==> config.mk <==
export PLATFORM = sky130hd
export DESIGN_NAME = cmd_uart_wrapper
export DESIGN_NICKNAME = d
export VERILOG_FILES = /design/src/rtl/cmd_uart_wrapper.sv
export SDC_FILE = /design/constraint.sdc
export NUM_CORES = 1
export LEC_CHECK = 0
export BUFFER_PORTS_ARGS = -buffer_cell sky130_fd_sc_hd__buf_2
export CORE_MARGIN = 2
export CORE_UTILIZATION = 45
export CTS_BUF_LIST = sky130_fd_sc_hd__clkbuf_4 sky130_fd_sc_hd__clkbuf_8
export DETAILED_ROUTE_END_ITERATION = 8
export SYNTH_ARGS = -nofsm -noshare
export SYNTH_HDL_FRONTEND = slang
export SYNTH_SLANG_ARGS = --single-unit
==> constraint.sdc <==
create_clock -name clk -period 3.55 [get_ports clk]
set_clock_uncertainty 0.2 [all_clocks]
set_input_delay 0 -clock clk [delete_from_list [all_inputs] [get_ports clk]]
set_output_delay 0 -clock clk [all_outputs]
set_load 0.05 [all_outputs]
==> src/rtl/cmd_uart_wrapper.sv <==
// cmd_uart_wrapper: full-duplex 8N1 UART that assembles two received bytes
// into a 16-bit command {high, low} and transmits single response bytes.
// Optional feature macro: CMD_TIMEOUT_EN. When it is defined, a high byte is
// dropped if the low byte does not start within TIMEOUT_CLKS idle clocks.
// dbg_state_o exposes the wrapper FSM state (0 = WAIT_HIGH, 1 = WAIT_LOW).
// Handshake: cmd_rdy rises when a full command is latched and stays high
// until clr_cmd_rdy is seen on a clock edge; a coinciding new command wins.
module cmd_uart_wrapper #(
  parameter int BAUD_DIV     = 5208,
  parameter int TIMEOUT_CLKS = 1000000
) (
  input  logic        clk,
  input  logic        rst_n,
  input  logic        RX,
  output logic        TX,
  output logic [15:0] cmd,
  output logic        cmd_rdy,
  input  logic        clr_cmd_rdy,
  input  logic [7:0]  resp,
  input  logic        trmt,
  output logic        tx_done,
  output logic        dbg_state_o
);

  localparam int BW = (BAUD_DIV > 2) ? $clog2(BAUD_DIV) : 1;
  localparam logic [BW-1:0] BAUD_LAST = BW'(BAUD_DIV - 1);
  localparam logic [BW-1:0] HALF_LAST = BW'(BAUD_DIV / 2 - 1);

  typedef enum logic { RX_IDLE, RX_BUSY } rx_state_t;
  typedef enum logic { TX_IDLE, TX_BUSY } tx_state_t;
  typedef enum logic { WAIT_HIGH, WAIT_LOW } wr_state_t;

  // ---------------- receiver ----------------
  logic          rx_meta_q, rx_sync_q, rx_prev_q;
  rx_state_t     rx_state_q, rx_state_d;
  logic [BW-1:0] rx_baud_q, rx_baud_d;
  logic [3:0]    rx_bit_q, rx_bit_d;
  logic [7:0]    rx_shift_q, rx_shift_d;
  logic          rx_rdy_q, rx_rdy_d;

  // Two-flop synchronizer plus one delay flop for edge detection, idle high.
  always_ff @(posedge clk or negedge rst_n) begin
    if (!rst_n) begin
      rx_meta_q <= 1'b1;
      rx_sync_q <= 1'b1;
      rx_prev_q <= 1'b1;
    end else begin
      rx_meta_q <= RX;
      rx_sync_q <= rx_meta_q;
      rx_prev_q <= rx_sync_q;
    end
  end

  // Receiver state, counters and shift register.
  always_ff @(posedge clk or negedge rst_n) begin
    if (!rst_n) begin
      rx_state_q <= RX_IDLE;
      rx_baud_q  <= '0;
      rx_bit_q   <= '0;
      rx_shift_q <= '0;
      rx_rdy_q   <= 1'b0;
    end else begin
      rx_state_q <= rx_state_d;
      rx_baud_q  <= rx_baud_d;
      rx_bit_q   <= rx_bit_d;
      rx_shift_q <= rx_shift_d;
      rx_rdy_q   <= rx_rdy_d;
    end
  end

  // Sample 0 is the start bit (mid-bit), 1..8 data LSB first, 9 the stop bit.
  // rx_rdy_q pulses for one cycle after a good stop bit; rx_shift_q holds the byte.
  always_comb begin
    rx_state_d = rx_state_q;
    rx_baud_d  = rx_baud_q;
    rx_bit_d   = rx_bit_q;
    rx_shift_d = rx_shift_q;
    rx_rdy_d   = 1'b0;
    case (rx_state_q)
      RX_IDLE: begin
        if (rx_prev_q && !rx_sync_q) begin
          rx_state_d = RX_BUSY;
          rx_baud_d  = HALF_LAST;
          rx_bit_d   = '0;
        end
      end
      RX_BUSY: begin
        if (rx_baud_q != '0) begin
          rx_baud_d = rx_baud_q - 1'b1;
        end else begin
          rx_baud_d = BAUD_LAST;
          rx_bit_d  = rx_bit_q + 1'b1;
          if (rx_bit_q == 4'd0) begin
            if (rx_sync_q) rx_state_d = RX_IDLE;  // false start
          end else if (rx_bit_q == 4'd9) begin
            rx_state_d = RX_IDLE;
            rx_rdy_d   = rx_sync_q;                // framing error drops the byte
          end else begin
            rx_shift_d = {rx_sync_q, rx_shift_q[7:1]};
          end
        end
      end
      default: rx_state_d = RX_IDLE;
    endcase
  end

  // ---------------- command assembly ----------------
  wr_state_t  state_q, state_d;
  logic [7:0] high_q, high_d;
  logic [15:0] cmd_q, cmd_d;
  logic       cmd_rdy_q, cmd_rdy_d;
  logic       timeout;

`ifdef CMD_TIMEOUT_EN
  localparam int TOW = $clog2(TIMEOUT_CLKS + 1);
  localparam logic [TOW-1:0] TO_LAST = TOW'(TIMEOUT_CLKS - 1);
  logic [TOW-1:0] to_cnt_q;

  // Counts idle receiver clocks while a high byte waits for its partner.
  always_ff @(posedge clk or negedge rst_n) begin
    if (!rst_n) to_cnt_q <= '0;
    else if (state_q == WAIT_LOW && rx_state_q == RX_IDLE && !timeout)
      to_cnt_q <= to_cnt_q + 1'b1;
    else to_cnt_q <= '0;
  end

  assign timeout = (state_q == WAIT_LOW) && (to_cnt_q == TO_LAST);
`else
  localparam int unused_timeout_clks = TIMEOUT_CLKS;
  assign timeout = 1'b0;
`endif

  // Wrapper FSM and command registers.
  always_ff @(posedge clk or negedge rst_n) begin
    if (!rst_n) begin
      state_q   <= WAIT_HIGH;
      high_q    <= '0;
      cmd_q     <= '0;
      cmd_rdy_q <= 1'b0;
    end else begin
      state_q   <= state_d;
      high_q    <= high_d;
      cmd_q     <= cmd_d;
      cmd_rdy_q <= cmd_rdy_d;
    end
  end

  // A completed low byte sets cmd_rdy even if clr_cmd_rdy is high that cycle.
  always_comb begin
    state_d   = state_q;
    high_d    = high_q;
    cmd_d     = cmd_q;
    cmd_rdy_d = cmd_rdy_q & ~clr_cmd_rdy;
    if (rx_rdy_q) begin
      if (state_q == WAIT_HIGH) begin
        high_d    = rx_shift_q;
        state_d   = WAIT_LOW;
        cmd_rdy_d = 1'b0;
      end else begin
        cmd_d     = {high_q, rx_shift_q};
        state_d   = WAIT_HIGH;
        cmd_rdy_d = 1'b1;
      end
    end else if (timeout) begin
      state_d = WAIT_HIGH;
      high_d  = '0;
    end
  end

  // ---------------- transmitter ----------------
  tx_state_t     tx_state_q, tx_state_d;
  logic [BW-1:0] tx_baud_q, tx_baud_d;
  logic [3:0]    tx_bit_q, tx_bit_d;
  logic [9:0]    tx_shift_q, tx_shift_d;
  logic          tx_done_q, tx_done_d;

  // Transmitter registers; the shifter idles at all ones so TX idles high.
  always_ff @(posedge clk or negedge rst_n) begin
    if (!rst_n) begin
      tx_state_q <= TX_IDLE;
      tx_baud_q  <= '0;
      tx_bit_q   <= '0;
      tx_shift_q <= '1;
      tx_done_q  <= 1'b0;
    end else begin
      tx_state_q <= tx_state_d;
      tx_baud_q  <= tx_baud_d;
      tx_bit_q   <= tx_bit_d;
      tx_shift_q <= tx_shift_d;
      tx_done_q  <= tx_done_d;
    end
  end

  // Frame {stop, data, start} shifts out LSB first, one bit per BAUD_DIV clocks.
  always_comb begin
    tx_state_d = tx_state_q;
    tx_baud_d  = tx_baud_q;
    tx_bit_d   = tx_bit_q;
    tx_shift_d = tx_shift_q;
    tx_done_d  = tx_done_q;
    case (tx_state_q)
      TX_IDLE: begin
        if (trmt) begin
          tx_state_d = TX_BUSY;
          tx_shift_d = {1'b1, resp, 1'b0};
          tx_baud_d  = BAUD_LAST;
          tx_bit_d   = '0;
          tx_done_d  = 1'b0;
        end
      end
      TX_BUSY: begin
        if (tx_baud_q != '0) begin
          tx_baud_d = tx_baud_q - 1'b1;
        end else begin
          tx_baud_d  = BAUD_LAST;
          tx_shift_d = {1'b1, tx_shift_q[9:1]};
          if (tx_bit_q == 4'd9) begin
            tx_state_d = TX_IDLE;
            tx_done_d  = 1'b1;
          end else begin
            tx_bit_d = tx_bit_q + 1'b1;
          end
        end
      end
      default: tx_state_d = TX_IDLE;
    endcase
  end

  assign TX          = tx_shift_q[0];
  assign tx_done     = tx_done_q;
  assign cmd         = cmd_q;
  assign cmd_rdy     = cmd_rdy_q;
  assign dbg_state_o = (state_q == WAIT_LOW);

endmodule

==> key figures <==
Run status
  • Status: completed

Global routing
  • First-pass GRT wire length: 12960 um
  • GRT Overall Usage: 16.74%
  • Initial antenna violation count: 0
  • Largest net degree at the start of global routing: 69
  • Grt ovf: 0
  • Vias in the first global route: 2674

Worst setup path
  • Crit. End Element: register
  • Critical Path Max Stage Delay: 0.72 ns
  • Crit-path cells: inv_1 > ha_1 > or4b_1 > or4_1 > nor2_8 > mux2_2
  • Critical Path RT: 3.59 ns
  • CP bufs+invs: 1
  • Crit-path max FO: 10
  • Critical path startpoint category: register
  • Slowest CP cell: or4_1
  • Delay-heaviest family, CP: simple AND/OR/NAND/NOR gates
  • Crit path kind: reg -> reg
  • Worst Path Arrival: 2.86 ns

Clocking
  • Buffer depth of the longest clock path: 2
  • Root buffer selected by CTS: clkbuf_8
  • PostCTS Resize Cnt: 0
  • CTS tree: built
  • Clock-pin slew on the worst setup and hold paths: 0.09 ns
  • H-tree levels: 3
  • CTS Buf Count: 9
  • Clock sink count: 84
  • Post-CTS Setup Bufs: 0
  • Skew-Pair Late Insertion Delay: 0.36 ns

Pwr
  • PD cells: 524.3 mW/mm2
  • P_leak: 2.126 nW
  • Maximum vdd drop: 179.1 uV
  • Power, Total: 2.404 mW

Drt
  • Initial DRC count: 128
  • Wire length per cell: 14.45 um
  • Via Count: 2783
  • DRT Pass-1 Iters: 4
  • DRC violations left: 0
  • Vias per inst: 5.414
  • Total length of routed wires: 7428 um
  • DRT antenna net count: 0

Placed design
  • GPL Wtd Cong: 0.7586
  • Dpl cells: 485
  • PortBufs: 32
  • DP HPWL: 5010 um

Synthesis
  • Sequential-to-total area share from yosys stat: 53.80%
  • Net Count, Synth: 371
  • Number of flops mapped to enable cells by yosys: 0
  • Top_reg_cell synth: dfrtp_1
  • Synth async-reset ratio: 100.0%
  • Synth cell types: 51
  • Seq cells post-synth: 84
  • Yosys warning count: 0
  • Synthesized area: 0.003935 mm2
  • Syn avg cell area: 11.28 um2
  • Synth Instances: 349

STA
  • RSZ-0062 raised after global routing: no
  • Tightest Pin Transition: 0.9434 ns
  • Final setup viols: 0
  • Tcrit/Tclk final: 79.39%
  • Max Slew Vio Count: 0
  • Fmax achieved: 354.8 MHz
  • Final min period: 2.818 ns
  • Sum of negative setup slack: 0 ns
  • Final Hold Viols: 0
  • Slew HR: 36.28%

Floorplanning
  • Ports: 33
  • Die height: 97.51 um
  • Die width: 97.51 um
  • Die Area: 0.009508 mm2
  • Site Rows: 34
  • Initial Util: 45.79%
  • CORE AREA: 0.008593 mm2

Layout
  • Share of cells above drive strength 1: 26.85%
  • Nets@finish: 423
  • Area growth syn-to-layout: 16.53%
  • Fin cells: 514
  • Ant. Diodes: 0
  • # fillers: 747

Hold path
  • Hold WC Path Type: in -> async

Flow run
  • Max_cap viols: 0
-- power breakdown --
part / internal (mW) / switching, mW / total [mW]
sequential: 1.07 / 0.141 / 1.21
combinational: 0.192 / 0.216 / 0.408
clock: 0.409 / 0.375 / 0.784
total: 1.67 / 0.732 / 2.40
-- through the flow --
stage                     worst slack (ns)  hold WS (ns)  instance area [um2]  utilization [%]
after detailed placement            0.7488      -0.09315                 4225            49.17
after global placement              0.8095      -0.09168                 4225            49.17
after global routing                0.6416        0.1014                 4586            53.36
after floorplan                      1.008       -0.4956                 3935                -
after CTS                           0.7391       0.06436                 4586            53.36
final                               0.7316       0.08066                 4586            53.36
-- layer usage --
| metal | up-vias | part of all wire (%) | GRT usage (%) |
|---|---|---|---|
| met1 | 1357 | 50 | 23.87 |
| met5 | - | 0 | 0 |
| met3 | 11 | 3.0 | 3.022 |
| met2 | 37 | 45 | 25.57 |
| li1 | 1378 | - | - |
| met4 | 0 | 1.6 | 6.410 |
-- synth_stat cells (7+ instances only) --
library cell / instances / area, um2
clkbuf_1: 7 / 26.28
nand3_1: 20 / 100.1
a21oi_1: 18 / 90.09
dfrtp_1: 72 / 1802
o221a_2: 7 / 78.83
nor2b_1: 7 / 43.79
dfstp_2: 12 / 315.3
xor2_1: 7 / 61.31
mux2_2: 32 / 360.4
ha_1: 9 / 112.6
nor3_1: 10 / 50.05
nand2b_1: 9 / 56.30
nor2_1: 18 / 67.56
o21ai_0: 16 / 80.08
nand2_1: 23 / 86.33
inv_1: 15 / 56.30
-- worst paths after layout --
check	endpoint	slack, ns	cells past startpoint	from
min	tx_baud_q[6]	0.08	2	rst_n
max	rx_shift_q[0]	0.73	6	rx_baud_q[0]
min reg2reg	rx_sync_q	0.18	0	rx_meta_q
min in group clk	rx_meta_q	0.08	2	RX
max reg2reg	rx_shift_q[0]	0.73	6	rx_baud_q[0]
max in group asynchronous	tx_shift_q[0]	2.27	3	rst_n
-- layout make-up --
cell class	count	area (um2)	share of cell area [%]
clock buffers	9	123.9	2.701
clock inverters	7	106.4	2.319
inverters	15	56.30	1.228
multi-input cells	242	1724	37.60
flip-flops and latches	84	2117	46.17
well taps	108	135.1	2.947
repair buffers	49	322.8	7.040
-- cells in the final DEF, fill, tap and decap left out, types with 3 or more instances in the layout --
| master | count |
|---|---|
| and3b_1 | 3 |
| nor3_1 | 10 |
| nand3_1 | 20 |
| nor2b_1 | 7 |
| o22ai_1 | 3 |
| or4_1 | 3 |
| nor2_1 | 18 |
| nand4_1 | 4 |
| o221a_2 | 7 |
| nand2_1 | 23 |
| nor4_1 | 5 |
| mux2_2 | 32 |
| a21oi_1 | 18 |
| mux2i_1 | 5 |
| nand2b_1 | 9 |
| dfrtp_1 | 72 |
| dlygate4sd3_1 | 13 |
| xor2_1 | 7 |
| xnor2_1 | 5 |
| buf_2 | 31 |
| o21ai_0 | 16 |
| ha_1 | 9 |
| clkbuf_8 | 9 |
| nand4b_1 | 3 |
| dfstp_2 | 12 |
| inv_1 | 15 |
| or3_1 | 3 |
| buf_4 | 5 |
| o311ai_0 | 3 |
-- repair_timing --
item                       4_1_cts  5_1_grt
hold endpoints to repair        83        0
setup endpoints to repair        0        0
hold buffers                    13        0
-- logic make-up after synthesis --
family / Yosys count / share of synthesized area (%)
flops: 84 / 53.80
buf+inv: 23 / 2.385
fa+ha+maj: 9 / 2.862
mux: 37 / 10.43
simple gates: 122 / 17.23
compound gates: 62 / 10.62
xor+xnor: 12 / 2.671
-- flip-flops by register name, indices dropped and copies added (netlist names), 4 cells and up --
signal      count
cmd            16
rx_baud_q      13
tx_baud_q      13
tx_shift_q      9
high_q          8
rx_shift_q      8
rx_bit_q        4
tx_bit_q        4
No activity file was read; power rests on OpenSTA's default activity.
